$ cat src/rtl/id_ex_skid.sv
// ID/EX pipeline register with a valid/ready handshake and a two-entry skid buffer.
// EX can stall without a combinational ready path back into decode; non-valid beats carry no live control.
module id_ex_skid #(
  parameter int DATA_W  = 64,
  parameter int PC_W    = 64,
  parameter int ALUOP_W = 2
) (
  input  logic                      clock,
  input  logic                      reset,
  input  logic                      flush,
  input  logic                      in_valid,
  output logic                      in_ready,
  input  logic [PC_W-1:0]           pc,
  input  logic signed [DATA_W-1:0]  read1,
  input  logic signed [DATA_W-1:0]  read2,
  input  logic signed [DATA_W-1:0]  sign_extended,
  input  logic [31:0]               instruction,
  input  logic [ALUOP_W-1:0]        aluop,
  input  logic                      aluSrc,
  input  logic                      branch,
  input  logic                      uncond_branch,
  input  logic                      memread,
  input  logic                      memwrite,
  input  logic                      regWrite,
  input  logic                      memtoReg,
  output logic                      out_valid,
  input  logic                      out_ready,
  output logic [PC_W-1:0]           Pc,
  output logic signed [DATA_W-1:0]  Read1,
  output logic signed [DATA_W-1:0]  Read2,
  output logic signed [DATA_W-1:0]  Sign_extended,
  output logic [31:0]               Instruction_id_ex,
  output logic [10:0]               alu_ctrl_data,
  output logic [4:0]                write_reg,
  output logic [ALUOP_W-1:0]        Aluop,
  output logic                      ALUSrc,
  output logic                      Branch,
  output logic                      Uncond_Branch,
  output logic                      Memread,
  output logic                      Memwrite,
  output logic                      RegWrite,
  output logic                      MemtoReg,
  output logic [1:0]                occupancy
);

  typedef enum logic [1:0] {
    EMPTY = 2'd0,
    ONE   = 2'd1,
    FULL  = 2'd2
  } state_t;

  typedef struct packed {
    logic [PC_W-1:0]          pc;
    logic signed [DATA_W-1:0] read1;
    logic signed [DATA_W-1:0] read2;
    logic signed [DATA_W-1:0] sext;
    logic [31:0]              instr;
    logic [ALUOP_W-1:0]       aluop;
    logic                     alu_src;
    logic                     branch;
    logic                     uncond_branch;
    logic                     memread;
    logic                     memwrite;
    logic                     reg_write;
    logic                     mem_to_reg;
  } beat_t;

  state_t state;
  beat_t  in_beat_p0;
  beat_t  skid_p0;
  beat_t  main_p1;
  logic   vld_p1;
  logic   accept;
  logic   fire;

  // Strip every control field so a dead entry can never commit a side effect.
  function automatic beat_t squash(input beat_t b);
    beat_t r;
    r               = b;
    r.aluop         = '0;
    r.alu_src       = 1'b0;
    r.branch        = 1'b0;
    r.uncond_branch = 1'b0;
    r.memread       = 1'b0;
    r.memwrite      = 1'b0;
    r.reg_write     = 1'b0;
    r.mem_to_reg    = 1'b0;
    return r;
  endfunction

  always_comb begin
    in_beat_p0               = '0;
    in_beat_p0.pc            = pc;
    in_beat_p0.read1         = read1;
    in_beat_p0.read2         = read2;
    in_beat_p0.sext          = sign_extended;
    in_beat_p0.instr         = instruction;
    in_beat_p0.aluop         = aluop;
    in_beat_p0.alu_src       = aluSrc;
    in_beat_p0.branch        = branch;
    in_beat_p0.uncond_branch = uncond_branch;
    in_beat_p0.memread       = memread;
    in_beat_p0.memwrite      = memwrite;
    in_beat_p0.reg_write     = regWrite;
    in_beat_p0.mem_to_reg    = memtoReg;
  end

  // Handshake decoded from the state register only: no comb path from out_ready to in_ready.
  assign vld_p1    = (state != EMPTY);
  assign in_ready  = (state != FULL);
  assign out_valid = vld_p1;
  assign occupancy = state;
  assign accept    = in_valid & in_ready;
  assign fire      = vld_p1 & out_ready;

  // ---- p0 -> p1 boundary: skid/main update ----
  always_ff @(posedge clock) begin
    if (reset) begin
      state   <= EMPTY;
      main_p1 <= '0;
      skid_p0 <= '0;
    end else if (flush) begin
      state   <= EMPTY;
      main_p1 <= squash(main_p1);
      skid_p0 <= squash(skid_p0);
    end else begin
      case (state)
        EMPTY: begin
          if (accept) begin
            main_p1 <= in_beat_p0;
            state   <= ONE;
          end
        end
        ONE: begin
          if (accept && fire) begin
            main_p1 <= in_beat_p0;
          end else if (accept) begin
            skid_p0 <= in_beat_p0;
            state   <= FULL;
          end else if (fire) begin
            main_p1 <= squash(main_p1);
            state   <= EMPTY;
          end
        end
        FULL: begin
          if (fire) begin
            main_p1 <= skid_p0;
            skid_p0 <= squash(skid_p0);
            state   <= ONE;
          end
        end
        default: begin
          state   <= EMPTY;
          main_p1 <= squash(main_p1);
          skid_p0 <= squash(skid_p0);
        end
      endcase
    end
  end

  // ---- p1 output stage ----
  assign Pc                = main_p1.pc;
  assign Read1             = main_p1.read1;
  assign Read2             = main_p1.read2;
  assign Sign_extended     = main_p1.sext;
  assign Instruction_id_ex = main_p1.instr;
  assign alu_ctrl_data     = main_p1.instr[31:21];
  assign write_reg         = main_p1.instr[4:0];
  assign Aluop             = main_p1.aluop;
  assign ALUSrc            = main_p1.alu_src;
  assign Branch            = main_p1.branch;
  assign Uncond_Branch     = main_p1.uncond_branch;
  assign Memread           = main_p1.memread;
  assign Memwrite          = main_p1.memwrite;
  assign RegWrite          = main_p1.reg_write;
  assign MemtoReg          = main_p1.mem_to_reg;

endmodule

$ cat config.mk
export PLATFORM = sky130hd
export DESIGN_NAME = id_ex_skid
export DESIGN_NICKNAME = d
export VERILOG_FILES = /design/src/rtl/id_ex_skid.sv
export SDC_FILE = /design/constraint.sdc
export NUM_CORES = 1
export LEC_CHECK = 0
export ABC_AREA = 1
export BUFFER_PORTS_ARGS = -buffer_cell sky130_fd_sc_hd__buf_2
export CELL_PAD_IN_SITES_DETAIL_PLACEMENT = 1
export CELL_PAD_IN_SITES_GLOBAL_PLACEMENT = 2
export CORE_MARGIN = 2
export CORE_UTILIZATION = 28
export DETAILED_ROUTE_END_ITERATION = 7
export MAX_ROUTING_LAYER = met4
export PLACE_DENSITY = 0.78
export SYNTH_ARGS = -nofsm -noshare
export SYNTH_HDL_FRONTEND = slang
export SYNTH_SLANG_ARGS = --single-unit
$ cat constraint.sdc
create_clock -name clock -period 2.1 [get_ports clock]
set_clock_uncertainty 0.15 [all_clocks]
set_input_delay 0.105 -clock clock [delete_from_list [all_inputs] [get_ports clock]]
set_output_delay 0.105 -clock clock [all_outputs]
set_load 0.05 [all_outputs]
==> flow_metrics.py, run 1 <==
metrics = {
    "synthesis": {
        "synth_cells": 4626,
        "synth.most_common_cell": "nor2_1",
        "ys_warn_count": 0,
        "yosysTopAreaCell": "dfxtp_1",
        "async_reset_ff_share_pct": 0,
        "ys_seq_area_share_pct": 42.1,
        "syn-cell-area_sq_um": 28300,
        "synth_enable_flop_cells": 0,
        "ys_ff_latch": 596,
        "ys.flop_type": "dfxtp_1",
        "yosys.area.top_type_share_pct": 42.1,
        "yosys-top-cells-count": "nor2_1 (1522), nand2_1 (998), dfxtp_1 (596)",
        "synth.distinct_cells": 20,
        "synth_nets": 4928,
        "syn_area_per_cell_sq_um": 6.12,
        "ys_top_cells_by_area": "dfxtp_1 (42%), nor2_1 (20%), nand2_1 (13%)",
    },
    "timing": {
        "fmax_mhz": 495,
        "setup_viol": 0,
        "maxSlewViolCount": 0,
        "worst_pin_slew_ps": 765,
        "fin_crit_ps": 2020,
        "min_period_over_period_pct": 96.1,
        "hold_viol": 0,
        "maxSlewHeadroom_pct": 49.0,
        "worst_hold_slack_ps": 144,
    },
    "global_route": {
        "grt_pass1_vias": 31500,
        "grt_overflow": 0,
        "grt_max_degree": 89,
        "grt_pass1_wl_microns": 177000,
        "track_usage_pct": 22.3,
        "antenna_found_initial": 26,
    },
    "route": {
        "wire_per_inst_microns": 17.1,
        "final_antenna_net_count": 0,
        "vias": 30900,
        "wl_microns": 116000,
        "dr.pass1.iters": 5,
        "initialDrtViolationCount": 1301,
        "viasPerCell": 4.54,
        "route.detailed.drc": 0,
    },
    "critical_path": {
        "reg2reg_slack_ps": 80,
        "end_kind": "flip-flop",
        "reg2reg_from": "occupancy[1]",
        "cp-start-kind": "flip-flop",
        "path_max_fanout": 28,
        "crit_type": "reg -> reg",
        "cp.arrival_ps": 2390,
        "reg2reg_to": "Read2[7]",
        "critPathRequiredTime_ps": 2470,
        "r2r_cells": 12,
    },
    "finish": {
        "nNetsFinal": 5736,
        "syn_to_final_growth_pct": 39.1,
        "drive_gt1_share_pct": 16.5,
        "design_area_sq_um": 39400,
        "fin_cells": 6814,
        "fill_cells": 13000,
        "final_util_pct": 39.3,
    },
    "die": {
        "die_y_microns": 322,
        "start_util_pct": 28.3,
        "fp.coreArea_sq_um": 100000,
        "die-area_sq_um": 104000,
        "boundaryPins": 619,
        "die_w_microns": 322,
        "row_count": 116,
    },
    "placed_design": {
        "gp_congestion": 0.793,
        "placed_cells": 6328,
        "dp_hpwl_microns": 74800,
        "placed_area_sq_um": 33200,
        "numPortBuffers": 618,
    },
    "clock_network": {
        "cts.sink_count": 596,
        "cts_max_path_buffers": 3,
        "root_buffer": "clkbuf_16",
        "numCtsBuffers": 77,
        "cts_tree": "done",
        "clock_latency_ps": 630,
        "path_clk_slew_ps": 60,
        "htree_num_levels": 3,
    },
    "power": {
        "p_leak_nw": 18.4,
        "finalPower_w": 0.0319,
        "vdd_drop_max_v": 0.000556,
        "p_per_area_nw_per_um2": 810,
    },
    "worst_hold_path": {
        "hold_path_end": "skid_p0[233]",
        "holdCritStartpoint": "pc[0]",
        "hold_depth": 4,
        "min_path_type": "in -> reg",
    },
    "status": {
        "outcome": "complete, no violations",
    },
    "job": {
        "maxCapViolations": 0,
    },
}
-- state kept, by name (all words and copies together) (netlist names), 2 cells and up --
name	flops
Read2	64
Instruction_id_ex	32
occupancy	2
Sign_extended	64
Aluop	2
Read1	64
Pc	64
skid_p0	297
-- layer usage --
metal  up-vias  wire (microns)  track usage (%)  part of all wire [%]
li1      15700               -                -                     -
met1     14600           52700             27.2                    45
met4         0            3330             7.32                   2.9
met5         -               0                -                     0
met3       180            4460             3.41                   3.8
met2       543           55900             37.6                    48
-- area by class of cell --
class | count | area, sq um | area share [%]
flip-flops and latches | 596 | 11900 | 30.3
clock buffers | 117 | 2380 | 6.05
well taps | 1298 | 1620 | 4.12
clock inverters | 17 | 215 | 0.546
inverters | 428 | 1610 | 4.10
repair buffers | 1066 | 8260 | 21.0
multi-input cells | 3265 | 13300 | 33.7
diodes | 27 | 67.6 | 0.172
-- report_power, final --
part	switching (W)	internal (W)	leakage (nW)
logic	0.00409	0.00195	12.3
clock network	0.00532	0.00838	1.28
registers	0.000326	0.0118	4.86
-- metrics by stage --
step	setup TNS, ps	setup slack [ps]
after global placement	0	109
after CTS	-38.5	-19.1
final	0	81.4
after global routing	-49.9	-14.3
after detailed placement	0	28.3
after floorplan	0	9.69
-- cells by family (layout without fill, tap and decap cells) --
| logic type | Yosys count | in the layout | share of synthesized area (%) |
|---|---|---|---|
| other | 0 | 27 | 0 |
| and+or+nand+nor | 2550 | 2550 | 34.0 |
| DFF | 596 | 596 | 42.1 |
| AOI/OAI and AO/OA | 715 | 715 | 12.6 |
| buffers and inverters | 765 | 1628 | 11.2 |
-- critical path, stage by stage (launching register included) --
cell,delay (ps)
dfxtp_4,420
buf_6,190
nor2_4,70
nand2_2,70
nand2_2,70
nor2_4,100
buf_4,130
buf_12,140
buf_12,160
buf_16,170
nand2_1,90
nand2_1,100
nor2_1,40
-- worst max-delay path by stage --
stage | startpoint | end | slack, ps | cells after the start
floorplan | occupancy[0] | Pc[61] | 10 | 10
global placement | occupancy[0] | Read1[16] | 110 | 10
detailed placement | occupancy[0] | Read2[57] | 30 | 10
CTS | occupancy[0] | Sign_extended[32] | -20 | 10
global route | occupancy[1] | Read2[58] | -10 | 12
finish | occupancy[1] | Read2[7] | 80 | 12
-- what timing repair did --
| action | CTS | global route |
|---|---|---|
| endpoints found under the hold margin | 596 | 0 |
| resized for setup | 6 | 18 |
| cloned | 5 | 5 |
| pin swaps | 1 | 3 |
| setup buffers | 2 | 10 |
| hold buffers | 303 | 0 |
| setup endpoints to repair | 4 | 243 |
-- placed cells by master, fill, tap and decap left out, types with 2 or more instances in the layout --
cell	n
clkbuf_16	86
nand2_4	3
buf_12	52
nor2_1	1521
clkinvlp_4	2
buf_2	614
nor2_4	4
dfxtp_1	594
bufinv_16	5
clkbuf_8	22
inv_1	420
inv_2	4
dlygate4sd3_1	303
clkbuf_1	14
o21ai_1	76
a21oi_1	505
diode_2	27
buf_6	4
clkinv_1	3
buf_16	8
nand3_1	21
buf_4	75
nand2_2	3
bufbuf_16	5
clkinv_2	10
nand2_1	992
nand3_2	2
o21ai_0	132
Note: power is estimated with default switching activity, not from simulation.
==> inputs of run 2 (changes only) <==
==> config.mk (replaced) <==
export PLATFORM = sky130hd
export DESIGN_NAME = id_ex_skid
export DESIGN_NICKNAME = d
export VERILOG_FILES = /design/src/rtl/id_ex_skid.sv
export SDC_FILE = /design/constraint.sdc
export NUM_CORES = 1
export LEC_CHECK = 0
export ABC_AREA = 1
export BUFFER_PORTS_ARGS = -buffer_cell sky130_fd_sc_hd__buf_2
export CORE_AREA = 2 2 244 246
export DETAILED_ROUTE_END_ITERATION = 7
export DIE_AREA = 0 0 246 248
export MAX_ROUTING_LAYER = met4
export PLACE_DENSITY = 0.72
export SYNTH_ARGS = -nofsm -noshare
export SYNTH_HDL_FRONTEND = slang
export SYNTH_SLANG_ARGS = --single-unit
==> run 2 against run 1 <==
Clock-buffer cell count down 18. Setup slack lost 26 ps. Core utilization rose by 26 points. Clock power decreased by 9%. Worst hold slack improved by 20 ps. Final area decreased by 3.7%.
==> flow_metrics.py, run 2 (same netlist as run 1, synthesis figures left out) <==
metrics = {
    "critical_path": {
        "cpMostUsedCell": "buf_4",
        "cp.arrival_ps": 1790,
        "path_max_fanout": 14,
        "critPathRequiredTime_ps": 1850,
        "critical-path-top-delay-family": "buffers and inverters",
        "cpMaxStageDelayCell": "dfxtp_4",
        "reg2reg_to": "skid_p0[247]",
        "r2r_cells": 7,
        "reg2reg_slack_ps": 120,
        "crit_type": "reg -> out",
        "path_cells": "buf_4 > nand2_4 > buf_16 > buf_4",
        "reg2reg_from": "occupancy[1]",
        "end_kind": "output pin",
        "cp-start-kind": "flip-flop",
        "cp_num_buf_inv": 3,
        "cp_slowest_stage_delay_ps": 400,
    },
    "global_route": {
        "grt_overflow": 0,
        "grt_pass1_vias": 28500,
        "grt_pass1_wl_microns": 148000,
        "antenna_found_initial": 8,
        "grt_max_degree": 79,
        "track_usage_pct": 30.7,
    },
    "clock_network": {
        "cts_max_path_buffers": 3,
        "cts.sink_count": 596,
        "htree_num_levels": 3,
        "numCtsBuffers": 66,
        "root_buffer": "clkbuf_16",
        "cts_tree": "done",
        "clock_latency_ps": 590,
        "path_clk_slew_ps": 60,
    },
    "die": {
        "die-area_sq_um": 61000,
        "row_count": 89,
        "die_y_microns": 248,
        "boundaryPins": 619,
        "start_util_pct": 48.5,
        "die_w_microns": 246,
        "fp.coreArea_sq_um": 58500,
    },
    "placed_design": {
        "gp_congestion": 0.866,
        "dp_hpwl_microns": 59000,
        "numPortBuffers": 618,
        "pre_cts_ws_ps": 95.9,
        "placed_cells": 5782,
    },
    "timing": {
        "setup_viol": 0,
        "min_period_over_period_pct": 97.3,
        "finalSetupTns_ps": 0,
        "worst_pin_slew_ps": 519,
        "rsz0062_at_grt": "yes",
        "hold_viol": 0,
        "fin_crit_ps": 2040,
        "maxSlewHeadroom_pct": 65.2,
        "fmax_mhz": 489,
        "worst_hold_slack_ps": 164,
        "finalWorstSetupSlack_ps": 55.7,
        "maxSlewViolCount": 0,
    },
    "worst_hold_path": {
        "hold_depth": 4,
        "min_path_type": "in -> reg",
        "hold_path_end": "skid_p0[105]",
        "holdCritStartpoint": "read2[0]",
    },
    "job": {
        "maxCapViolations": 0,
    },
    "finish": {
        "regMostFlops": "skid_p0",
        "syn_to_final_growth_pct": 33.9,
        "layout_commonest_cell": "nor2_1",
        "final_cell_mix": "nor2_1 (1521), nand2_1 (995), buf_2 (616)",
        "largest_reg_flops": 297,
        "nNetsFinal": 5693,
        "final_util_pct": 64.9,
        "drive_gt1_share_pct": 15.7,
        "fin_cells": 6221,
    },
    "route": {
        "wire_per_inst_microns": 15.4,
        "final_antenna_net_count": 0,
        "viasPerCell": 5.02,
        "vias": 31300,
        "wl_microns": 95500,
        "initialDrtViolationCount": 2375,
        "route.detailed.drc": 0,
        "dr.pass1.iters": 8,
    },
    "power": {
        "vdd_drop_max_v": 0.000764,
        "p_per_area_nw_per_um2": 800,
        "p_leak_nw": 18.0,
    },
    "status": {
        "outcome": "complete, no violations",
    },
}
run 2: changes by cell type in the layout (fill, tap and decap cells not counted), sizes merged:
cell	before	now
bufbuf	5	3
inv	425	428
clkinv	13	8
clkbuf	122	102
clkinvlp	2	1
diode	27	10
dlygate4sd3	303	302
buf	753	726
bufinv	5	7
run 2: timing repair:
item	in CTS	in global routing
gates cloned	3	3
gates resized for setup	4	2
pin swaps	0	2
setup buffers	0	6
hold endpoints to repair	596	0
setup endpoints to repair	3	88
hold buffers	302	0
run 2: how the worst max path moves through the flow:
stage,start,end,slack [ps],cells past startpoint
2_1_floorplan,occupancy[0],Pc[61],10,10
3_3_place_gp,occupancy[1],Read1[57],130,9
3_5_place_dp,occupancy[1],Read2[63],100,9
4_1_cts,occupancy[0],in_ready,-5,4
5_1_grt,occupancy[1],Read1[14],-10,9
6_report,occupancy[1],in_ready,60,4
run 2: layout make-up:
type | instances | area (sq um)
Clock buffer | 99 | 2050
Clock inverter | 16 | 269
Antenna cell | 10 | 25.0
Inverter | 428 | 1610
Multi-Input combinational cell | 3265 | 13300
Fill cell | 5069 | 20500
Sequential cell | 596 | 11900
Timing Repair Buffer | 1034 | 7810
Tap cell | 773 | 967
run 2: worst register-to-register path: stages, from the launching register on:
cell and delay [ps]:
dfxtp_4 400, buf_4 160, nor2_4 190, nand4_4 120, buf_12 200, buf_4 310
o21ai_0 250, a21oi_1 60
run 2: metrics by stage:
step	instance area, sq um	power (W)
5_1_grt	37900	0.0315
3_5_place_dp	32300	0.0177
4_1_cts	37800	0.0304
3_3_place_gp	32300	0.0176
6_report	37900	0.0304
2_1_floorplan	28300	0.0161
run 2: report_power, final:
group / total (W) / switching [W] / leakage (nW) / internal, W
Sequential: 0.0122 / 0.000322 / 4.86 / 0.0118
Combinational: 0.00584 / 0.00396 / 12.0 / 0.00188
Clock: 0.0124 / 0.00476 / 1.15 / 0.00759
run 2: per-layer routing:
layer	GRT usage (%)	part of all wire (%)
met4	15.6	4.7
met1	37.5	41
met2	49.5	47
met3	4.37	7.1
met5	-	0
==> inputs of run 3 (changes only) <==
--- a/config.mk
+++ b/config.mk
@@ -7,11 +7,12 @@
 export LEC_CHECK = 0
 export ABC_AREA = 1
 export BUFFER_PORTS_ARGS = -buffer_cell sky130_fd_sc_hd__buf_2
-export CORE_AREA = 2 2 244 246
+export CORE_ASPECT_RATIO = 0.75
+export CORE_MARGIN = 2
+export CORE_UTILIZATION = 55
 export DETAILED_ROUTE_END_ITERATION = 7
-export DIE_AREA = 0 0 246 248
 export MAX_ROUTING_LAYER = met4
-export PLACE_DENSITY = 0.72
+export PLACE_DENSITY = 0.8
 export SYNTH_ARGS = -nofsm -noshare
 export SYNTH_HDL_FRONTEND = slang
 export SYNTH_SLANG_ARGS = --single-unit
==> run 3 against run 2 <==
Flip-flop and latch count did not move. Final area fell by 1.8%. Setup slack got worse by 22 ps. Largest cell class unchanged. Largest power group is now registers.
==> flow_metrics.py, run 3 (same netlist as run 1, synthesis figures left out) <==
metrics = {
    "worst_hold_path": {
        "hold_path_end": "skid_p0[199]",
        "min_path_type": "in -> reg",
        "hold_depth": 4,
        "holdCritStartpoint": "read1[30]",
    },
    "route": {
        "wl_microns": 99500,
        "vias": 32200,
        "viasPerCell": 5.30,
        "wire_per_inst_microns": 16.4,
        "dr.pass1.iters": 6,
        "final_antenna_net_count": 0,
        "initialDrtViolationCount": 3688,
        "route.detailed.drc": 0,
    },
    "critical_path": {
        "reg2reg_from": "occupancy[1]",
        "r2r_cells": 9,
        "critPathRequiredTime_ps": 1850,
        "reg2reg_slack_ps": 120,
        "end_kind": "output pin",
        "cpMaxStageDelayCell": "dfxtp_4",
        "cp-start-kind": "flip-flop",
        "cp.arrival_ps": 1810,
        "path_max_fanout": 25,
        "cp_slowest_stage_delay_ps": 410,
        "crit_type": "reg -> out",
        "critical-path-top-delay-family": "buffers and inverters",
        "path_cells": "nor2_4 > buf_16 > inv_1 > buf_4",
        "cp_num_buf_inv": 3,
        "reg2reg_to": "Read1[55]",
    },
    "die": {
        "fp.coreArea_sq_um": 50500,
        "die-area_sq_um": 53400,
        "die_y_microns": 201,
        "row_count": 71,
        "boundaryPins": 619,
        "start_util_pct": 56.0,
        "die_w_microns": 266,
    },
    "global_route": {
        "track_usage_pct": 36.5,
        "grt_max_degree": 109,
        "grt_overflow": 0,
        "grt_pass1_wl_microns": 156000,
        "grt_pass1_vias": 29800,
        "antenna_found_initial": 15,
    },
    "finish": {
        "layout_commonest_cell": "nor2_1",
        "final_cell_mix": "nor2_1 (1521), nand2_1 (995), buf_2 (614)",
        "largest_reg_flops": 297,
        "syn_to_final_growth_pct": 31.6,
        "regMostFlops": "skid_p0",
        "nNetsFinal": 5663,
        "final_util_pct": 73.7,
        "drive_gt1_share_pct": 15.3,
    },
    "timing": {
        "setup_viol": 0,
        "fmax_mhz": 484,
        "rsz0062_at_grt": "yes",
        "maxSlewViolCount": 0,
        "hold_viol": 0,
        "worst_hold_slack_ps": 146,
        "maxSlewHeadroom_pct": 53.8,
        "worst_pin_slew_ps": 693,
        "min_period_over_period_pct": 98.4,
        "fin_crit_ps": 2070,
    },
    "clock_network": {
        "cts.sink_count": 596,
        "path_clk_slew_ps": 60,
        "cts_max_path_buffers": 3,
        "htree_num_levels": 2,
        "root_buffer": "clkbuf_16",
        "numCtsBuffers": 57,
        "cts_tree": "done",
        "clock_latency_ps": 610,
    },
    "power": {
        "p_per_area_nw_per_um2": 788,
        "vdd_drop_max_v": 0.000648,
        "p_leak_nw": 17.8,
    },
    "status": {
        "outcome": "complete, no violations",
    },
    "placed_design": {
        "dp_hpwl_microns": 57400,
        "numPortBuffers": 618,
        "gp_congestion": 0.906,
    },
    "job": {
        "maxCapViolations": 0,
    },
}
-- run 3: cell types whose count changed in the layout (fill, tap and decap cells not counted), moves of 5 or more --
cell	change
buf_4	-13
clkbuf_16	-11
buf_6	+5
buf_12	-13
clkinv_2	+6
diode_2	+6
-- run 3: worst max path at each step --
| stage | endpoint | cells after the start | start |
|---|---|---|---|
| 6_report | out_valid | 4 | occupancy[1] |
| 5_1_grt | out_valid | 4 | occupancy[1] |
| 4_1_cts | out_valid | 4 | occupancy[1] |
| 3_5_place_dp | skid_p0[118] | 8 | occupancy[0] |
| 3_3_place_gp | Read2[10] | 8 | occupancy[0] |
| 2_1_floorplan | Pc[61] | 10 | occupancy[0] |
-- run 3: what timing repair did --
item                                   CTS  global route
endpoints found under the hold margin  596             0
setup endpoints to repair                3            73
pin swaps                                0             1
gates resized for setup                  7            12
cloned                                   3             3
setup buffers                            0             2
hold buffers                           302             0
-- run 3: per-stage QoR --
| stage | instance area (sq um) | TNS [ps] | setup slack, ps | cells | total power [W] |
|---|---|---|---|---|---|
| floorplan | 28300 | 0 | 9.69 | 4626 | 0.0161 |
| global placement | 31900 | 0 | 117 | 5650 | 0.0175 |
| detailed placement | 31900 | 0 | 66.7 | 5650 | 0.0176 |
| CTS | 37100 | 0 | 11.1 | 6059 | 0.0292 |
| global route | 37300 | -31.9 | -31.9 | 6079 | 0.0303 |
| finish | 37300 | 0 | 33.5 | 6080 | 0.0294 |
-- run 3: per-layer routing --
layer / up-vias / track usage (%) / wire length [microns]
met3: 435 / 7.38 / 9570
li1: 15500 / - / -
met2: 1866 / 57.3 / 45500
met4: 0 / 18.2 / 5120
met5: - / - / 0
met1: 14500 / 44.7 / 39200
-- run 3: final cells by class --
class                           count  area (sq um)
Clock inverter                     20           302
Sequential cell                   596         11900
Multi-Input combinational cell   3265         13300
Timing Repair Buffer             1013          7540
Fill cell                        3757         13300
Inverter                          428          1610
Clock buffer                       85          1740
Antenna cell                       16          40.0
Tap cell                          657           822
-- run 3: power by group --
| part | internal (W) | switching [W] | total, W |
|---|---|---|---|
| clock network | 0.00669 | 0.00460 | 0.0113 |
| registers | 0.0118 | 0.000346 | 0.0122 |
| logic | 0.00185 | 0.00405 | 0.00590 |
| total | 0.0204 | 0.00899 | 0.0294 |
-- run 3: tightest hold or removal path: stages --
cell           delay, ps
dlygate4sd3_1        520
buf_2                110
a21oi_1               50
nor2_1                90
